### src/rtl/uart_rx_byte.sv
// uart_rx_byte: 8N1 UART receiver.
// rxd is synchronised and then sampled at the centre of each bit. The timing
// comes from an OVERSAMPLE x baud tick divider, and that divider restarts on
// every start edge. A good frame loads rx_data and raises rx_valid for one
// clock. A stop bit sampled low raises frame_err for one clock, and the
// receiver then waits for the line to go high again before it looks for a
// new start edge.
module uart_rx_byte #(
    parameter int CLK_FREQ   = 100_000_000,
    parameter int BAUD       = 9600,
    parameter int OVERSAMPLE = 16
) (
    input  logic       clk,
    input  logic       rst_n,      // synchronous, active-high: 1 = reset
    input  logic       rxd,
    output logic [7:0] rx_data,
    output logic       rx_valid,
    output logic       frame_err,
    output logic       busy
);

    localparam int DIV  = CLK_FREQ / (BAUD * OVERSAMPLE);
    localparam int DIV_W = (DIV > 1) ? $clog2(DIV) : 1;
    localparam int S_W   = $clog2(OVERSAMPLE);

    typedef enum logic [2:0] {
        S_IDLE  = 3'd0,
        S_START = 3'd1,
        S_DATA  = 3'd2,
        S_STOP  = 3'd3,
        S_BREAK = 3'd4
    } state_t;

    state_t             r_state;
    state_t             w_next;

    logic               r_sync1;
    logic               r_rxs;
    logic               r_rxs_d;
    logic [DIV_W-1:0]   r_div;
    logic [S_W-1:0]     r_s;
    logic [2:0]         r_bit;
    logic [7:0]         r_shreg;

    logic               w_fall;
    logic               w_tick;
    logic               w_mid_start;
    logic               w_mid_bit;
    logic               w_start_go;
    logic               w_shift;
    logic               w_load;
    logic               w_ferr;

    // A falling edge on the synchronised line marks a possible start bit.
    assign w_fall = r_rxs_d & ~r_rxs;

    // The divider runs only while a frame is in progress.
    assign w_tick = (r_state != S_IDLE) && (r_div == DIV_W'(DIV - 1));

    // The start bit is checked at its centre, OVERSAMPLE/2 ticks after the edge.
    assign w_mid_start = w_tick && (r_s == S_W'(OVERSAMPLE / 2 - 1));

    // The sample counter is cleared at the start-bit centre, so every later bit
    // centre falls a full OVERSAMPLE ticks after the one before it.
    assign w_mid_bit = w_tick && (r_s == S_W'(OVERSAMPLE - 1));

    // Two-flop synchroniser plus a delayed copy used for edge detection.
    always_ff @(posedge clk) begin
        if (rst_n) begin
            r_sync1 <= 1'b1;
            r_rxs   <= 1'b1;
            r_rxs_d <= 1'b1;
        end else begin
            r_sync1 <= rxd;
            r_rxs   <= r_sync1;
            r_rxs_d <= r_rxs;
        end
    end

    // State register.
    always_ff @(posedge clk) begin
        if (rst_n) begin
            r_state <= S_IDLE;
        end else begin
            r_state <= w_next;
        end
    end

    // Next-state logic.
    always_comb begin
        w_next = r_state;
        case (r_state)
            S_IDLE: begin
                if (w_fall) begin
                    w_next = S_START;
                end else begin
                    w_next = S_IDLE;
                end
            end
            S_START: begin
                if (w_mid_start) begin
                    w_next = r_rxs ? S_IDLE : S_DATA;
                end else begin
                    w_next = S_START;
                end
            end
            S_DATA: begin
                if (w_mid_bit && (r_bit == 3'd7)) begin
                    w_next = S_STOP;
                end else begin
                    w_next = S_DATA;
                end
            end
            S_STOP: begin
                if (w_mid_bit) begin
                    w_next = r_rxs ? S_IDLE : S_BREAK;
                end else begin
                    w_next = S_STOP;
                end
            end
            S_BREAK: begin
                if (r_rxs) begin
                    w_next = S_IDLE;
                end else begin
                    w_next = S_BREAK;
                end
            end
            default: begin
                w_next = S_IDLE;
            end
        endcase
    end

    // Per-state action strobes that drive the datapath and the output registers.
    always_comb begin
        w_start_go = 1'b0;
        w_shift    = 1'b0;
        w_load     = 1'b0;
        w_ferr     = 1'b0;
        case (r_state)
            S_START: begin
                w_start_go = w_mid_start & ~r_rxs;
            end
            S_DATA: begin
                w_shift = w_mid_bit;
            end
            S_STOP: begin
                w_load = w_mid_bit & r_rxs;
                w_ferr = w_mid_bit & ~r_rxs;
            end
            default: begin
                w_start_go = 1'b0;
            end
        endcase
    end

    // Tick divider: held at zero while idle, so the bit phase locks to the start edge.
    always_ff @(posedge clk) begin
        if (rst_n) begin
            r_div <= '0;
        end else if ((r_state == S_IDLE) || w_tick) begin
            r_div <= '0;
        end else begin
            r_div <= r_div + DIV_W'(1);
        end
    end

    // Sample counter: counts ticks within a bit and is cleared at the start-bit centre.
    always_ff @(posedge clk) begin
        if (rst_n) begin
            r_s <= '0;
        end else if ((r_state == S_IDLE) || w_start_go) begin
            r_s <= '0;
        end else if (w_tick) begin
            if (r_s == S_W'(OVERSAMPLE - 1)) begin
                r_s <= '0;
            end else begin
                r_s <= r_s + S_W'(1);
            end
        end else begin
            r_s <= r_s;
        end
    end

    // Bit index and shift register; the data arrives LSB first.
    always_ff @(posedge clk) begin
        if (rst_n) begin
            r_bit   <= 3'd0;
            r_shreg <= 8'h00;
        end else begin
            if (r_state != S_DATA) begin
                r_bit <= 3'd0;
            end else if (w_shift) begin
                r_bit <= r_bit + 3'd1;
            end else begin
                r_bit <= r_bit;
            end
            if (w_shift) begin
                r_shreg[r_bit] <= r_rxs;
            end else begin
                r_shreg <= r_shreg;
            end
        end
    end

    // Registered outputs. busy follows the next state, so it falls in the same
    // cycle the FSM enters IDLE.
    always_ff @(posedge clk) begin
        if (rst_n) begin
            rx_data   <= 8'h00;
            rx_valid  <= 1'b0;
            frame_err <= 1'b0;
            busy      <= 1'b0;
        end else begin
            rx_valid  <= w_load;
            frame_err <= w_ferr;
            busy      <= (w_next != S_IDLE);
            if (w_load) begin
                rx_data <= r_shreg;
            end else begin
                rx_data <= rx_data;
            end
        end
    end

endmodule

### config.mk
export PLATFORM = sky130hd
export DESIGN_NAME = uart_rx_byte
export DESIGN_NICKNAME = d
export VERILOG_FILES = /design/src/rtl/uart_rx_byte.sv
export SDC_FILE = /design/constraint.sdc
export NUM_CORES = 1
export LEC_CHECK = 0
export ABC_CLOCK_PERIOD_IN_PS = 2100
export CAP_MARGIN = 20
export CELL_PAD_IN_SITES_DETAIL_PLACEMENT = 1
export CELL_PAD_IN_SITES_GLOBAL_PLACEMENT = 1
export CORE_ASPECT_RATIO = 1.4
export CORE_MARGIN = 1.5
export CORE_UTILIZATION = 42
export CTS_BUF_LIST = sky130_fd_sc_hd__clkbuf_4
export CTS_CLUSTER_DIAMETER = 80
export DETAILED_ROUTE_END_ITERATION = 7
export PLACE_DENSITY = 0.75
export SYNTH_ARGS = -nofsm -noshare
export SYNTH_HDL_FRONTEND = slang
export SYNTH_SLANG_ARGS = --single-unit
### constraint.sdc
create_clock -name clk -period 2.1 [get_ports clk]
set_input_delay 0.42 -clock clk [delete_from_list [all_inputs] [get_ports clk]]
set_output_delay 0.42 -clock clk [all_outputs]
set_load 0.005 [all_outputs]
# ---- Word level (Yosys, flattened, before mapping)
# Cells that the tools add are included.
dict set report word_totals {
  reg_bits 42
  latchBits 0
  ram_bits 0
  mem_bits_ro 0
  inputBits 3
  out_inout_bits 11
  word_cells 60
  memories 0
}
dict set report classes {
  n_addsub 3
  mul 0
  div_mod_pow 0
  order_cmp 2
  n_eq_ne 9
  shifts 0
  muxes 14
  bitwise 6
  n_reduce_logical 14
}
# op count
set op_table {}
lappend op_table {{$pmux W3 S5} 1}
lappend op_table {{$add A10 B1 Y10 const B} 1}
lappend op_table {{$eq A10 B10 Y1 const B} 1}
lappend op_table {{$bwmux W8} 1}
lappend op_table {{$reduce_or A2 Y1} 4}
lappend op_table {{$eq A3 B2 Y1 const B} 2}
lappend op_table {{$eq A3 B3 Y1 const B} 2}
lappend op_table {{$mux W1} 6}
lappend op_table {{$mux W3} 2}
lappend op_table {{$reduce_bool A3 Y1} 2}
lappend op_table {{$logic_and A1 B1 Y1} 5}
lappend op_table {{$add A4 B1 Y4 const B} 1}
lappend op_table {{$and A1 B1 Y1} 4}
lappend op_table {{$eq A4 B3 Y1 const B} 1}
lappend op_table {{$eq A4 B4 Y1 const B} 1}
lappend op_table {{$lt A3 B4 Y1 const B} 1}
lappend op_table {{$mux W2} 2}
lappend op_table {{$mux W4} 1}
lappend op_table {{$add A3 B1 Y3 const B} 1}
lappend op_table {{$demux W1 S3} 1}
lappend op_table {{$eq A3 B1 Y1 const B} 1}
lappend op_table {{$ge A3 B1 Y1 const B} 1}
lappend op_table {{$logic_not A3 Y1} 1}
lappend op_table {{$ne A3 B2 Y1 const B} 1}
lappend op_table {{other kinds (2)} 4}

# ---- Longest topological paths before layout
dict set report depth {
  depth_word 7
  ltp_mapped 8
  mapped_depth_nobuf 7
}

# ---- Worst setup path after synthesis
# Ideal clock, no wire load.
dict set report synth_path {
  path_kind {register to register}
  from {register r_div[2]}
  to {register busy}
  setup_time_ns 0.127
  arrival_time_ns 2.001
  slack_ns -0.028
  path_stages_with_launch 6
  n_path_buf 0
  synth_period_minus_slack_ns 2.128
  cell_sequence {dfxtp_1 or4b_4 nor4b_4 mux2i_1 o21ai_2 or3_1}
}
dict set report synth_between {
  elab_chain_len 7
}
# item line_no
set synth_lines {}
lappend synth_lines {{start: declaration} 40} ;# logic [DIV_W-1:0] r_div;
lappend synth_lines {{start signal: assignment} 164} ;# r_div <= r_div + DIV_W'(1);
lappend synth_lines {{$eq A10 B10 Y1 (*)} 58} ;# assign w_tick = (r_state != S_IDLE) && (r_div == DIV_W'(DIV - 1));
lappend synth_lines {{$logic_and A1 B1 Y1 (*)} 58}
lappend synth_lines {{$logic_and A1 B1 Y1} 65} ;# assign w_mid_bit = w_tick && (r_s == S_W'(OVERSAMPLE - 1));
lappend synth_lines {{$logic_and A1 B1 Y1} 108} ;# if (w_mid_bit && (r_bit == 3'd7)) begin
lappend synth_lines {{$mux W1} 108}
lappend synth_lines {{$pmux W3 S5 (*)} 92} ;# case (r_state)
lappend synth_lines {{$reduce_bool A3 Y1 (*)} 217} ;# busy <= (w_next != S_IDLE);
lappend synth_lines {{end signal: assignment} 217}
lappend synth_lines {{end: declaration} 19} ;# output logic busy
# Mark *: on every way between the ends. The rest lies on a longest branch, timed or not.
# A chain may end at the register's enable or synchronous reset.

# ---- Worst setup path after layout
# Same ends and word-level chain as after synthesis.

==> flow_summary.yaml <==
global_routing:
  antenna_found_initial: 0
  grt_pass1_vias: 1503
  met2_usage_pct: 35.4
  grt_usage_pct: 18.4
  grt_max_degree: 16
  grt.met3_usage_pct: 2.87
  grt_pass1_wl_um: 6660
  gr-usage-met1_pct: 18.6
  grt.busiest_layer: "met2"
  overflow: 0
timing:
  clock.fmax_mhz: 498
  finalSetupTns_ns: 0
  tightest_slew_ns: 0.450
  fin_skew_ns: 0.0126
  finalCritPeriodShare_pct: 95.6
  hold_viol: 0
  max_slew_margin_pct: 70.0
  rsz0062_at_grt: "yes"
  period_needed_ns: 2.01
  slew_viol_final: 0
  setup_viol: 0
floorplan:
  ios: 14
  die_h_um: 80.8
  dieArea_mm2: 0.00473
  rows: 28
  core_area_mm2: 0.00420
  start_util_pct: 43.2
  die_x_um: 58.6
finish:
  antenna_cells: 0
  regArea_um2: 845
  fillers: 497
  drive_gt1_share_pct: 12.4
  multiInputGateArea_um2: 938
  synthToLayoutAreaGrowth_pct: 14.3
  final_nets: 218
  fin_area_mm2: 0.00208
routing:
  viasPerCell: 5.50
  wirelength_um: 3820
  first_pass_iters: 4
  vias: 1402
  ant_nets: 0
  drc: 0
  drtIter0Drc: 48
  wl_per_cell_um: 15.0
power_and_ir_drop:
  p_sw_uw: 272
  pwr-share-seq_pct: 66.9
  pwr-share-comb_pct: 2.5
  clockPowerShare_pct: 30.6
  leakagePower_nw: 0.843
  total_power_mw: 1.21
  ir_worst_vdd_mv: 0.381
  swShare_pct: 22.5
  power_density_mw_per_mm2: 581
  intPower_uw: 936
synthesis:
  synth_fa_ha_area_share_pct: 3.44
  yosys-mux-area-fraction_pct: 10.5
  ys.flop_type: "dfxtp_1"
  yosys.area.top_type: "dfxtp_1"
  synth_nets: 201
  yosysWarningCount: 0
  synth_compound_area_share_pct: 3.51
  yosysSeqAreaShare_pct: 46.3
  syn_avg_cell_area_um2: 9.41
  ys_types: 36
  synth-simple-area-share_pct: 28.9
  synth_top_family_by_area: "simple AND/OR/NAND/NOR gates"
  syn_area_mm2: 0.00182
  synth_edf_count: 0
  synthTopCellsByArea: "dfxtp_1 (46%), mux2i_1 (10%), nor2_1 (7.2%)"
  netlist_instances: 193
  async_flop_share_pct: 0
  ys_seq_elements: 42
  synth_xor_area_share_pct: 4.82
  synth_top_area_share_pct: 46.3
critical_path:
  crit_family: "simple AND/OR/NAND/NOR gates"
  rr_endpoint: "busy$_SDFF_PP0_"
  crit_path_top_delay_cell: "or4b_4"
  reg2regPathDepth: 5
  crit_fanout: 4
  worstSetupPathType: "reg2reg"
  endpoint_kind: "flop"
  crit_arrival_ns: 2.26
  worst_ep_required_time_ns: 2.35
  crit_path_cell_trace: "or4b_4 > nor4b_4 > mux2i_1 > o21ai_2 > or3_1"
  cp_slowest_stage_delay_ns: 0.59
  r2r_slack_ns: 0.09
  critPathBufInv: 0
  regToRegStartpoint: "r_div[2]$_SDFF_PP0_"
  start_kind: "flop"
clock_network:
  cts_htree_levels: 2
  cts_root_buf: "clkbuf_4"
  cts_tree: "built"
  clkLatencyLatePin_ns: 0.35
  cts.sink_count: 42
  cts_hold_buf: 0
  path_clk_slew_ns: 0.12
  clockBufferDepth: 2
  cts_buffers: 5
place:
  gp_congestion: 0.732
  place_area_mm2: 0.00201
  hpwl_um: 2910
  io_buffers: 13
job:
  drv_cap: 0
run_status:
  status: "completed"
hold_path:
  holdPathEnd: "r_rxs$_SDFF_PP1_"
  min_from: "r_sync1$_SDFF_PP1_"
  holdPathStages: 1
  hp-class: "reg2reg"
cells by family (layout without fill, tap and decap cells):
family | after synthesis | in the layout
AOI/OAI and AO/OA | 10 | 10
adders and majority gates | 5 | 5
xor gates and xnor gates | 10 | 10
buffers and inverters | 12 | 29
DFF | 42 | 42
and+or+nand+nor | 95 | 95
muxes | 19 | 19
cell usage after synthesis (2+ instances only):
cell,count
clkbuf_1,8
nand2b_1,4
nor3_1,7
and3_1,4
xor2_1,4
dfxtp_1,42
nand3_1,7
nor4_1,2
inv_1,2
and4b_1,3
or3_1,3
nor2b_1,4
nor2_1,35
a21oi_1,4
nand4b_1,2
xnor2_1,6
ha_1,5
nand2_1,9
mux2i_1,19
or2_2,3
nand3b_1,2
o21ai_0,2
nand4_1,3
cell usage in the layout (no fill, tap or decap), drive strengths merged, types with 2 or more instances in the layout:
master         Yosys  routed
clkdlybuf4s50      0      13
nor2              35      35
xor2               4       4
and3               4       4
nor3               8       8
nand3              7       7
and4b              3       3
a21oi              4       4
nor4               3       3
clkinv             0       2
buf                2       7
nand4b             2       2
nor2b              4       4
mux2i             19      19
nand2              9       9
inv                2       2
ha                 5       5
nand3b             2       2
or2                3       3
xnor2              6       6
dfxtp             42      42
o21ai              3       3
nand2b             4       4
clkbuf             8       5
nand4              3       3
or3                3       3
how the worst max path moves through the flow:
stage	startpoint	end	slack [ns]	cells past startpoint
floorplan	r_div[2]$_SDFF_PP0_	busy$_SDFF_PP0_	-0.03	5
global placement	r_div[0]$_SDFF_PP0_	busy$_SDFF_PP0_	0.15	7
detailed placement	r_div[0]$_SDFF_PP0_	busy$_SDFF_PP0_	0.06	7
CTS	r_div[0]$_SDFF_PP0_	busy$_SDFF_PP0_	0.04	7
global route	r_div[2]$_SDFF_PP0_	busy$_SDFF_PP0_	-0.01	5
finish	r_div[2]$_SDFF_PP0_	busy$_SDFF_PP0_	0.09	5
worst register-to-register path, delay by kind of cell (launching register included):
family	cells	cell delay (ns)
AO/OA/AOI/OAI	1	0.08
flip-flops	1	0.34
AND/OR/NAND/NOR	3	1.24
multiplexers	1	0.25
per-layer routing:
layer  up-vias  part of all wire (%)  wire length [µm]
met5         -                     0                 0
met4         0                   2.3                88
met3        10                   2.0                78
met2        16                    57              2180
met1       683                    39              1470
li1        693                     -                 -
metrics by stage:
step,hold slack (ns),worst slack (ns),utilization (%),cells
CTS,0.433,0.0401,48.9,254
finish,0.427,0.0916,49.4,255
global placement,0.397,0.154,47.8,247
floorplan,0.389,-0.0276,-,193
detailed placement,0.401,0.0571,47.8,247
global route,0.447,-0.0126,49.4,255
timing repair:
item	4_1_cts	5_1_grt
setup endpoints to repair	0	11
setup buffers	0	1
gates resized for setup	0	4
power by group through the flow:
stage          registers, mW  logic, mW  clock network [mW]
6_report               0.808     0.0304               0.369
5_1_grt                0.809     0.0344               0.418
4_1_cts                0.808     0.0307               0.385
3_5_place_dp           0.826     0.0306                   0
3_3_place_gp           0.826     0.0291                   0
2_1_floorplan          0.821     0.0218                   0
layout make-up:
class	count	area share (%)
Sequential cell	42	40.7
Clock inverter	2	0.482
Clock buffer	5	1.81
Timing Repair Buffer	20	8.80
Tap cell	45	2.71
Inverter	2	0.361
Multi-Input combinational cell	139	45.2
state kept, by name, summed over array words and instances, names as in the netlist:
signal,cells
rx_data,8
r_state,3
r_bit,3
r_shreg,8
r_div,10
busy,1
r_s,4
rx_valid,1
frame_err,1
r_rxs,1
r_sync1,1
r_rxs_d,1
Note: power is estimated with default switching activity, not from simulation.
